### config.mk
export PLATFORM = sky130hd
export DESIGN_NAME = ram_arbiter
export DESIGN_NICKNAME = d
export VERILOG_FILES = /design/src/rtl/ram_arb_pkg.sv /design/src/rtl/rr_arbiter2.sv /design/src/rtl/ram_arbiter.sv
export SDC_FILE = /design/constraint.sdc
export NUM_CORES = 1
export LEC_CHECK = 0
export ABC_AREA = 0
export CORE_ASPECT_RATIO = 0.75
export CORE_MARGIN = 2
export CORE_UTILIZATION = 30
export CTS_BUF_LIST = sky130_fd_sc_hd__clkbuf_4 sky130_fd_sc_hd__clkbuf_8
export CTS_CLUSTER_SIZE = 28
export DETAILED_ROUTE_END_ITERATION = 8
export GPL_TIMING_DRIVEN = 0
export PLACE_DENSITY_LB_ADDON = 0.12
export REMOVE_ABC_BUFFERS = 1
export SLEW_MARGIN = 20
export SYNTH_ARGS = -nofsm -noshare
export SYNTH_HDL_FRONTEND = slang
export SYNTH_HIERARCHICAL = 1
export SYNTH_SLANG_ARGS = --single-unit
### constraint.sdc
create_clock -name clk -period 1.9 [get_ports clk]
set_input_delay 0.38 -clock clk [delete_from_list [all_inputs] [get_ports clk]]
set_output_delay 0.38 -clock clk [all_outputs]
set_load 0.01 [all_outputs]
### src/rtl/ram_arb_pkg.sv
// rtl/ram_arb_pkg.sv - shared types and constants for the ram_arbiter slice
// Purpose: FSM state encoding and default geometry of the shared 4x1 RAM.
// Ports: none (package).
package ram_arb_pkg;

  localparam int RAM_ADDR_W = 2;
  localparam int RAM_DATA_W = 1;
  localparam int NUM_WORDS  = 4;

  typedef enum logic [2:0] {
    INIT,
    IDLE,
    SETUP,
    STROBE,
    HOLD,
    DONE
  } arb_state_t;

endpackage

### src/rtl/rr_arbiter2.sv
// rtl/rr_arbiter2.sv - two-input round-robin pick, combinational
// Purpose: choose one of two requesters, favouring the one not served last.
// Ports:
//   req0, req1 : requests
//   last       : index of the requester served most recently
//   grant      : one-hot pick, bit0 = requester 0, 2'b00 when idle
module rr_arbiter2 (
  input  logic       req0,
  input  logic       req1,
  input  logic       last,
  output logic [1:0] grant
);

  always_comb begin
    grant = 2'b00;
    if (req0 && req1) begin
      grant = last ? 2'b01 : 2'b10;
    end else if (req0) begin
      grant = 2'b01;
    end else if (req1) begin
      grant = 2'b10;
    end
  end

endmodule

### src/rtl/ram_arbiter.sv
// rtl/ram_arbiter.sv - two-port round-robin access sequencer for the 4x1 ram
// Purpose: shares one ram between two requesters, one access in flight, each
//   access sequenced SETUP/STROBE/HOLD/DONE so writes commit on wr falling.
// Optional: RAM_ARB_INIT_EN adds a power-up clear of all words (INIT state).
// Ports:
//   clk, rst_n                : clock, async active-low reset
//   reqN/weN/addrN/wdataN     : requester N access, held until doneN
//   gntN, doneN, rdataN       : ownership, completion pulse, last read data
//   init_busy                 : power-up clear running
//   ram_a/ram_wr/ram_din/ram_rd/ram_dout : ram side
module ram_arbiter
  import ram_arb_pkg::*;
#(
  parameter int ADDR_W = RAM_ADDR_W,
  parameter int DATA_W = RAM_DATA_W
) (
  input  logic              clk,
  input  logic              rst_n,
  input  logic              req0,
  input  logic              req1,
  input  logic              we0,
  input  logic              we1,
  input  logic [ADDR_W-1:0] addr0,
  input  logic [ADDR_W-1:0] addr1,
  input  logic [DATA_W-1:0] wdata0,
  input  logic [DATA_W-1:0] wdata1,
  output logic              gnt0,
  output logic              gnt1,
  output logic              done0,
  output logic              done1,
  output logic [DATA_W-1:0] rdata0,
  output logic [DATA_W-1:0] rdata1,
  output logic              init_busy,
  output logic [ADDR_W-1:0] ram_a,
  output logic              ram_wr,
  output logic [DATA_W-1:0] ram_din,
  output logic              ram_rd,
  input  logic [DATA_W-1:0] ram_dout
);

`ifdef RAM_ARB_INIT_EN
  localparam arb_state_t        RESET_STATE = INIT;
  localparam logic [ADDR_W-1:0] LAST_ADDR   = ADDR_W'(NUM_WORDS - 1);
  // 0 = setup, 1 = strobe, 2 = hold for the word currently being cleared
  logic [1:0] init_phase;
`else
  localparam arb_state_t RESET_STATE = IDLE;
`endif

  arb_state_t        state, state_nxt;
  logic              ptr;       // requester served last
  logic              owner;     // requester owning the current access
  logic              op_we;
  logic [ADDR_W-1:0] op_addr;
  logic [DATA_W-1:0] op_wdata;
  logic [1:0]        pick;
  logic              sel_we;
  logic [ADDR_W-1:0] sel_addr;
  logic [DATA_W-1:0] sel_wdata;
  logic              wr_nxt, rd_nxt;
  logic              in_access;

  rr_arbiter2 u_rr (
    .req0  (req0),
    .req1  (req1),
    .last  (ptr),
    .grant (pick)
  );

  assign sel_we    = pick[1] ? we1    : we0;
  assign sel_addr  = pick[1] ? addr1  : addr0;
  assign sel_wdata = pick[1] ? wdata1 : wdata0;

  always_ff @(posedge clk or negedge rst_n) begin
    if (!rst_n) begin
      state <= RESET_STATE;
    end else begin
      state <= state_nxt;
    end
  end

  always_comb begin
    state_nxt = state;
    case (state)
      INIT: begin
`ifdef RAM_ARB_INIT_EN
        if (init_phase == 2'd2 && op_addr == LAST_ADDR) state_nxt = IDLE;
`else
        state_nxt = IDLE;
`endif
      end
      IDLE:    if (pick != 2'b00) state_nxt = SETUP;
      SETUP:   state_nxt = STROBE;
      STROBE:  state_nxt = HOLD;
      HOLD:    state_nxt = DONE;
      DONE:    state_nxt = IDLE;
      default: state_nxt = IDLE;
    endcase
  end

  // ram_wr and ram_rd are registered so the strobe the ram flops clock on
  // never glitches through state decode; they are computed one cycle early.
  always_comb begin
    wr_nxt = (state_nxt == STROBE) && op_we;
    rd_nxt = 1'b0;
    if (state == IDLE && pick != 2'b00) begin
      rd_nxt = !sel_we;
    end else if (state_nxt == STROBE || state_nxt == HOLD) begin
      rd_nxt = !op_we;
    end
`ifdef RAM_ARB_INIT_EN
    if (state == INIT && init_phase == 2'd0) wr_nxt = 1'b1;
`endif
  end

  always_comb begin
    in_access = (state == SETUP) || (state == STROBE) || (state == HOLD) || (state == DONE);
    gnt0      = in_access && !owner;
    gnt1      = in_access && owner;
    done0     = (state == DONE) && !owner;
    done1     = (state == DONE) && owner;
`ifdef RAM_ARB_INIT_EN
    init_busy = (state == INIT);
`else
    init_busy = 1'b0;
`endif
  end

  assign ram_a   = op_addr;
  assign ram_din = op_wdata;

  always_ff @(posedge clk or negedge rst_n) begin
    if (!rst_n) begin
      ptr      <= 1'b1;
      owner    <= 1'b0;
      op_we    <= 1'b0;
      op_addr  <= '0;
      op_wdata <= '0;
      rdata0   <= '0;
      rdata1   <= '0;
      ram_wr   <= 1'b0;
      ram_rd   <= 1'b0;
`ifdef RAM_ARB_INIT_EN
      init_phase <= 2'd0;
`endif
    end else begin
      ram_wr <= wr_nxt;
      ram_rd <= rd_nxt;
      case (state)
        IDLE: begin
          if (pick != 2'b00) begin
            owner    <= pick[1];
            op_we    <= sel_we;
            op_addr  <= sel_addr;
            op_wdata <= sel_wdata;
          end
        end
        HOLD: begin
          if (!op_we) begin
            if (owner) rdata1 <= ram_dout;
            else       rdata0 <= ram_dout;
          end
        end
        DONE: ptr <= owner;
`ifdef RAM_ARB_INIT_EN
        // op_wdata is 0 out of reset, so the clear writes zeros
        INIT: begin
          if (init_phase == 2'd2) begin
            init_phase <= 2'd0;
            op_addr    <= op_addr + ADDR_W'(1);
          end else begin
            init_phase <= init_phase + 2'd1;
          end
        end
`endif
        default: ;
      endcase
    end
  end

endmodule

==> results of run 1 <==
through the flow:
stage | setup slack [ns] | TNS (ns) | area, um2 | hold WS [ns]
final | 0.142 | 0 | 943 | 0.464
after global routing | 0.0325 | 0 | 943 | 0.516
after CTS | 0.0112 | 0 | 952 | 0.490
after detailed placement | -0.480 | -2.22 | 898 | 0.477
after global placement | -0.818 | -4.98 | 898 | 0.473
after floorplan | 0.0890 | 0 | 638 | 0.0844
per-layer routing:
metal	wire length, um	track usage (%)	part of all wire [%]
met1	705	16.5	49
met2	634	16.8	44
met3	78	5.26	5.4
met4	13	2.79	0.91
met5	0	0	0
how the worst min path moves through the flow:
stage / startpoint / endpoint / slack (ns) / depth (start not counted)
6_report: rst_n / rdata0 / 0.46 / 1
5_1_grt: rst_n / rdata0 / 0.52 / 1
4_1_cts: rst_n / rdata0 / 0.49 / 1
3_5_place_dp: rdata0 / rdata0 / 0.48 / 1
3_3_place_gp: rdata1 / rdata1 / 0.47 / 1
2_1_floorplan: rst_n / op_we / 0.08 / 0
timing repair:
action	4_1_cts	5_1_grt
setup buffers	3	0
hold buffers	0	0
resized for setup	7	4
setup endpoints to repair	9	2
report_power, final:
part / internal (mW) / leakage [nW] / switching, mW
registers: 0.417 / 0.156 / 0.0893
logic: 0.353 / 0.237 / 0.318
clock network: 0.0957 / 0.0184 / 0.0926
total: 0.865 / 0.411 / 0.499
logic make-up after synthesis:
logic type	share of synthesized area [%]
other	0.572
multiplexers	9.54
buffers and inverters	3.82
AND/OR/NAND/NOR	16.2
AO/OA/AOI/OAI	19.8
flip-flops	50.0
Yosys cell counts, types with 2 or more instances:
cell type	instances	area [um2]
o21ai_0	2	10.0
dfrtp_1	11	275
buf_2	2	10.0
nor2_1	3	11.3
mux2_1	2	22.5
o21ai_1	6	30.0
dfstp_2	2	52.6
mux2i_1	4	40.0
a21boi_0	2	15.0
a21o_1	2	15.0
inv_1	2	7.51
nand2_1	4	15.0
worst max-delay path, cell delays in order:
cell and delay, ns:
clkdlybuf4s50_1 0.47, a21boi_2 0.46, mux2i_1 0.30, nor3_2 0.07, a211oi_1 0.25
final cells by class:
type	count	share of cell area, %
Clock buffer	4	3.18
Inverter	2	0.796
Multi-Input combinational cell	43	32.5
Sequential cell	13	34.9
Tap cell	24	3.18
Timing Repair Buffer	26	25.5
==> results_dict.tcl, run 1 <==
set metrics [dict create \
    status "completed" \
    worst_pin_slew_ns 0.571 \
    synth_edf_count 0 \
    critPathCapture "ram_rd" \
    p_leak_nw 0.411 \
    antenna_found_initial 0 \
    crit_fanout 9 \
    p_per_area_nw_per_um2 1450 \
    synth_seq_area_share_pct 50.0 \
    syn2layout_area_growth_pct 43.9 \
    grt_overflow_total 0 \
    grt_pass1_vias 508 \
    dieWidth_um 58.0 \
    root_buffer "clkbuf_4" \
    final_core_utilization_pct 46.4 \
    crit_type "in2reg" \
    antenna_left 0 \
    drtPass1Iterations 3 \
    crit_path_end_kind "flip-flop" \
    num_rows 14 \
    routed_wl_um 1430 \
    mostFrequentLayoutCells "clkdlybuf4s50_1 (19), dfrtp_1 (10), o21ai_1 (6)" \
    maxSlewViolCount 0 \
    largest_reg_flops 3 \
    skew_ns 0.000396 \
    postSynthAreaPerCell_um2 10.7 \
    diodes 0 \
    ys_types 31 \
    setup_viol 0 \
    worstReg2RegEnd "ram_rd" \
    place_inst 105 \
    period_minus_slack_ns 1.76 \
    drc_errors 0 \
    finalCritPeriodShare_pct 92.5 \
    rsz0062_at_grt "no" \
    port_buffers 23 \
    cts_buffers 3 \
    yosysWarnings 6 \
    startpoint "req1" \
    dp_hpwl_um 1070 \
    relSlewSlack_pct 61.8 \
    final_nets 102 \
    async_reset_ff_share_pct 100 \
    track_usage_pct 11.8 \
    final_hold_viol_count 0 \
    power_mw 1.36 \
    die-area_um2 2580 \
    core_um2 2030 \
    cp_data_required_time_ns 2.08 \
    synth_ff_type "dfrtp_1" \
    die_h_um 44.5 \
    layout-drive-gt1-share_pct 21.6 \
    grt_pass1_wl_um 2250 \
    stdcell_count 112 \
    regArea_um2 329 \
    insertion_delay_ns 0.27 \
    cts_buffer_depth 2 \
    fmax_mhz 569 \
    initial_core_util_pct 32.3 \
    num-fill-cells 198 \
    cts_tree "yes" \
    htree_levels 1 \
    avgRoutedWirePerCell_um 12.8 \
    drv_cap 0 \
    cp.arrival_ns 1.94 \
    drt-initial-drc-count 8 \
    worstSetupStartpointType "input port" \
    viasPerCell 4.87 \
    via_count 545 \
    syn-instance-count 61 \
    ff2ff_path_depth 5 \
    io_pins 25 \
    vdd_ir_drop_max_mv 0.719 \
    reg2reg_slack_ns 0.27 \
    synth_area_um2 656 \
    clk_pin_slew_ns 0.08 \
    hold_class "in2async" \
    final_common_cell "clkdlybuf4s50_1" \
    clock_sinks 13 \
    ys_ff_latch 13 \
    largest_register "state" \
    r2r_start "ptr" \
    place.gp.congestion 0.679 \
    multiInputGateArea_um2 307 \
    grt_max_degree 14 \
]
Power figures use the tool's default switching activity.
==> inputs of run 2 (changes only) <==
ABC_CLOCK_PERIOD_IN_PS = 1900   (was unset)
SLEW_MARGIN = 10   (was 20)
==> results of run 2 <==
Final layout, timing and power as in run 1 (identical DEF).
==> inputs of run 3 (changes only) <==
CORE_ASPECT_RATIO = 1.25   (was 0.75)
GPL_TIMING_DRIVEN = unset   (was 0)
TNS_END_PERCENT = 5   (was unset)
==> run 3 against run 2 <==
  * Die area hardly changed
  * Count of clock-buffer cells in the layout is 1 lower
  * Cell count is 0.89% higher
  * Combinational power is 5.1% higher
  * Total power is 2.2% higher
  * Critical path depth stayed put
  * Flip-flop and latch count stayed put
  * Largest cell class unchanged
==> results_dict.tcl, run 3 (same netlist as run 1, synthesis figures left out) <==
set metrics [dict create \
    routed_wl_um 1420 \
    worst-path-buf-inv 3 \
    crit_path_end_kind "output port" \
    skew_ns 0.00622 \
    drc_errors 0 \
    layout-drive-gt1-share_pct 23.7 \
    worstReg2RegEnd "ram_rd" \
    grt_overflow_total 0 \
    final_nets 107 \
    mostFrequentLayoutCells "clkdlybuf4s50_1 (19), dfrtp_1 (10), buf_4 (8)" \
    initial_core_util_pct 32.3 \
    reg2reg_slack_ns 0.37 \
    fmax_mhz 560 \
    worst_pin_slew_ns 0.616 \
    cp_data_required_time_ns 1.52 \
    diodes 0 \
    num_rows 18 \
    num-fill-cells 208 \
    path_depth 5 \
    grt_pass1_wl_um 2160 \
    antenna_found_initial 0 \
    track_usage_pct 11.2 \
    relSlewSlack_pct 58.8 \
    die_h_um 56.3 \
    core_um2 2030 \
    path_delay_family "buffers and inverters" \
    finalCritPeriodShare_pct 93.9 \
    setup_viol 0 \
    cts_buffer_depth 2 \
    vdd_ir_drop_max_mv 0.553 \
    p_per_area_nw_per_um2 1420 \
    worstSetupStartpointType "flip-flop" \
    rsz0062_at_grt "no" \
    insertion_delay_ns 0.28 \
    final_common_cell "clkdlybuf4s50_1" \
    clk_pin_slew_ns 0.09 \
    critPathCapture "gnt0" \
    cts_buffers 3 \
    startpoint "state[2]" \
    cp.arrival_ns 1.40 \
    drv_cap 0 \
    viasPerCell 5.07 \
    port_buffers 23 \
    clock_sinks 13 \
    htree_levels 1 \
    r2r_start "ptr" \
    largest_reg_flops 3 \
    die-area_um2 2580 \
    cts_tree "yes" \
    root_buffer "clkbuf_4" \
    final_core_utilization_pct 48.5 \
    path_cells "buf_4 -> inv_1 -> nand2_1 -> a21oi_1 -> clkdlybuf4s15_1" \
    slowest_delay_ns 0.40 \
    hold_class "in2async" \
    dp_hpwl_um 1020 \
    hold_buffers 0 \
    status "completed" \
    final_hold_viol_count 0 \
    io_pins 25 \
    grt_pass1_vias 517 \
    largest_register "state" \
    antenna_left 0 \
    crit_fanout 5 \
    critPathSlowestCell "dfrtp_2" \
    maxSlewViolCount 0 \
    avgRoutedWirePerCell_um 12.5 \
    p_leak_nw 0.461 \
    grt_max_degree 14 \
    power_mw 1.39 \
    ff2ff_path_depth 5 \
    drtPass1Iterations 3 \
    via_count 573 \
    crit_type "reg2out" \
    place.gp.congestion 0.663 \
    syn2layout_area_growth_pct 49.8 \
    drt-initial-drc-count 6 \
    period_minus_slack_ns 1.78 \
    dieWidth_um 45.8 \
]
-- run 3: area by class of cell --
type | instances | area, um2 | share of cell area (%)
sequential | 13 | 329 | 33.5
multi-input combinational | 43 | 303 | 30.8
clock buffer | 3 | 22.5 | 2.29
clock inverter | 1 | 5.00 | 0.510
inverter | 2 | 7.51 | 0.764
timing repair buffer | 31 | 290 | 29.6
tap | 20 | 25.0 | 2.55
-- run 3: worst min path at each step --
stage	start	slack, ns	to
6_report	rst_n	0.48	rdata0
4_1_cts	rst_n	0.49	rdata0
5_1_grt	rst_n	0.49	rdata0
3_3_place_gp	rdata0	0.47	rdata0
2_1_floorplan	rst_n	0.08	op_we
3_5_place_dp	rdata0	0.48	rdata0
-- run 3: worst register-to-register path, cell delays in order (launching register included) --
cell and delay, ns:
dfstp_2 0.55, inv_1 0.04, a21boi_1 0.34, nor2_1 0.17, nor3_2 0.24, a211oi_1 0.08
-- run 3: stage by stage --
stage	hold slack [ns]	cells	area (um2)	setup WS, ns	TNS (ns)
finish	0.480	113	982	0.115	0
global route	0.491	113	982	0.0270	0
CTS	0.487	108	941	-0.153	-0.288
detailed placement	0.478	104	916	0.0618	0
global placement	0.468	104	916	0.0961	0
floorplan	0.0844	58	638	0.0890	0
-- run 3: per-layer routing --
metal | global-route usage, % | vias to the layer above | part of all wire, %
met5 | 0 | - | 0
met4 | 6.12 | 0 | 0
met3 | 1.93 | 0 | 4.6
met2 | 16.9 | 14 | 50
met1 | 14.7 | 273 | 45
li1 | - | 286 | -
-- run 3: what timing repair did --
| item | CTS | global route |
|---|---|---|
| gates resized for setup | 2 | 6 |
| setup endpoints to repair | 4 | 2 |
| buffers inserted | 0 | 5 |
-- run 3: power by group --
| part | switching, mW | total [mW] | internal (mW) |
|---|---|---|---|
| Sequential | 0.0998 | 0.516 | 0.417 |
| Combinational | 0.310 | 0.704 | 0.394 |
| Clock | 0.0965 | 0.174 | 0.0779 |
| Total | 0.506 | 1.39 | 0.889 |
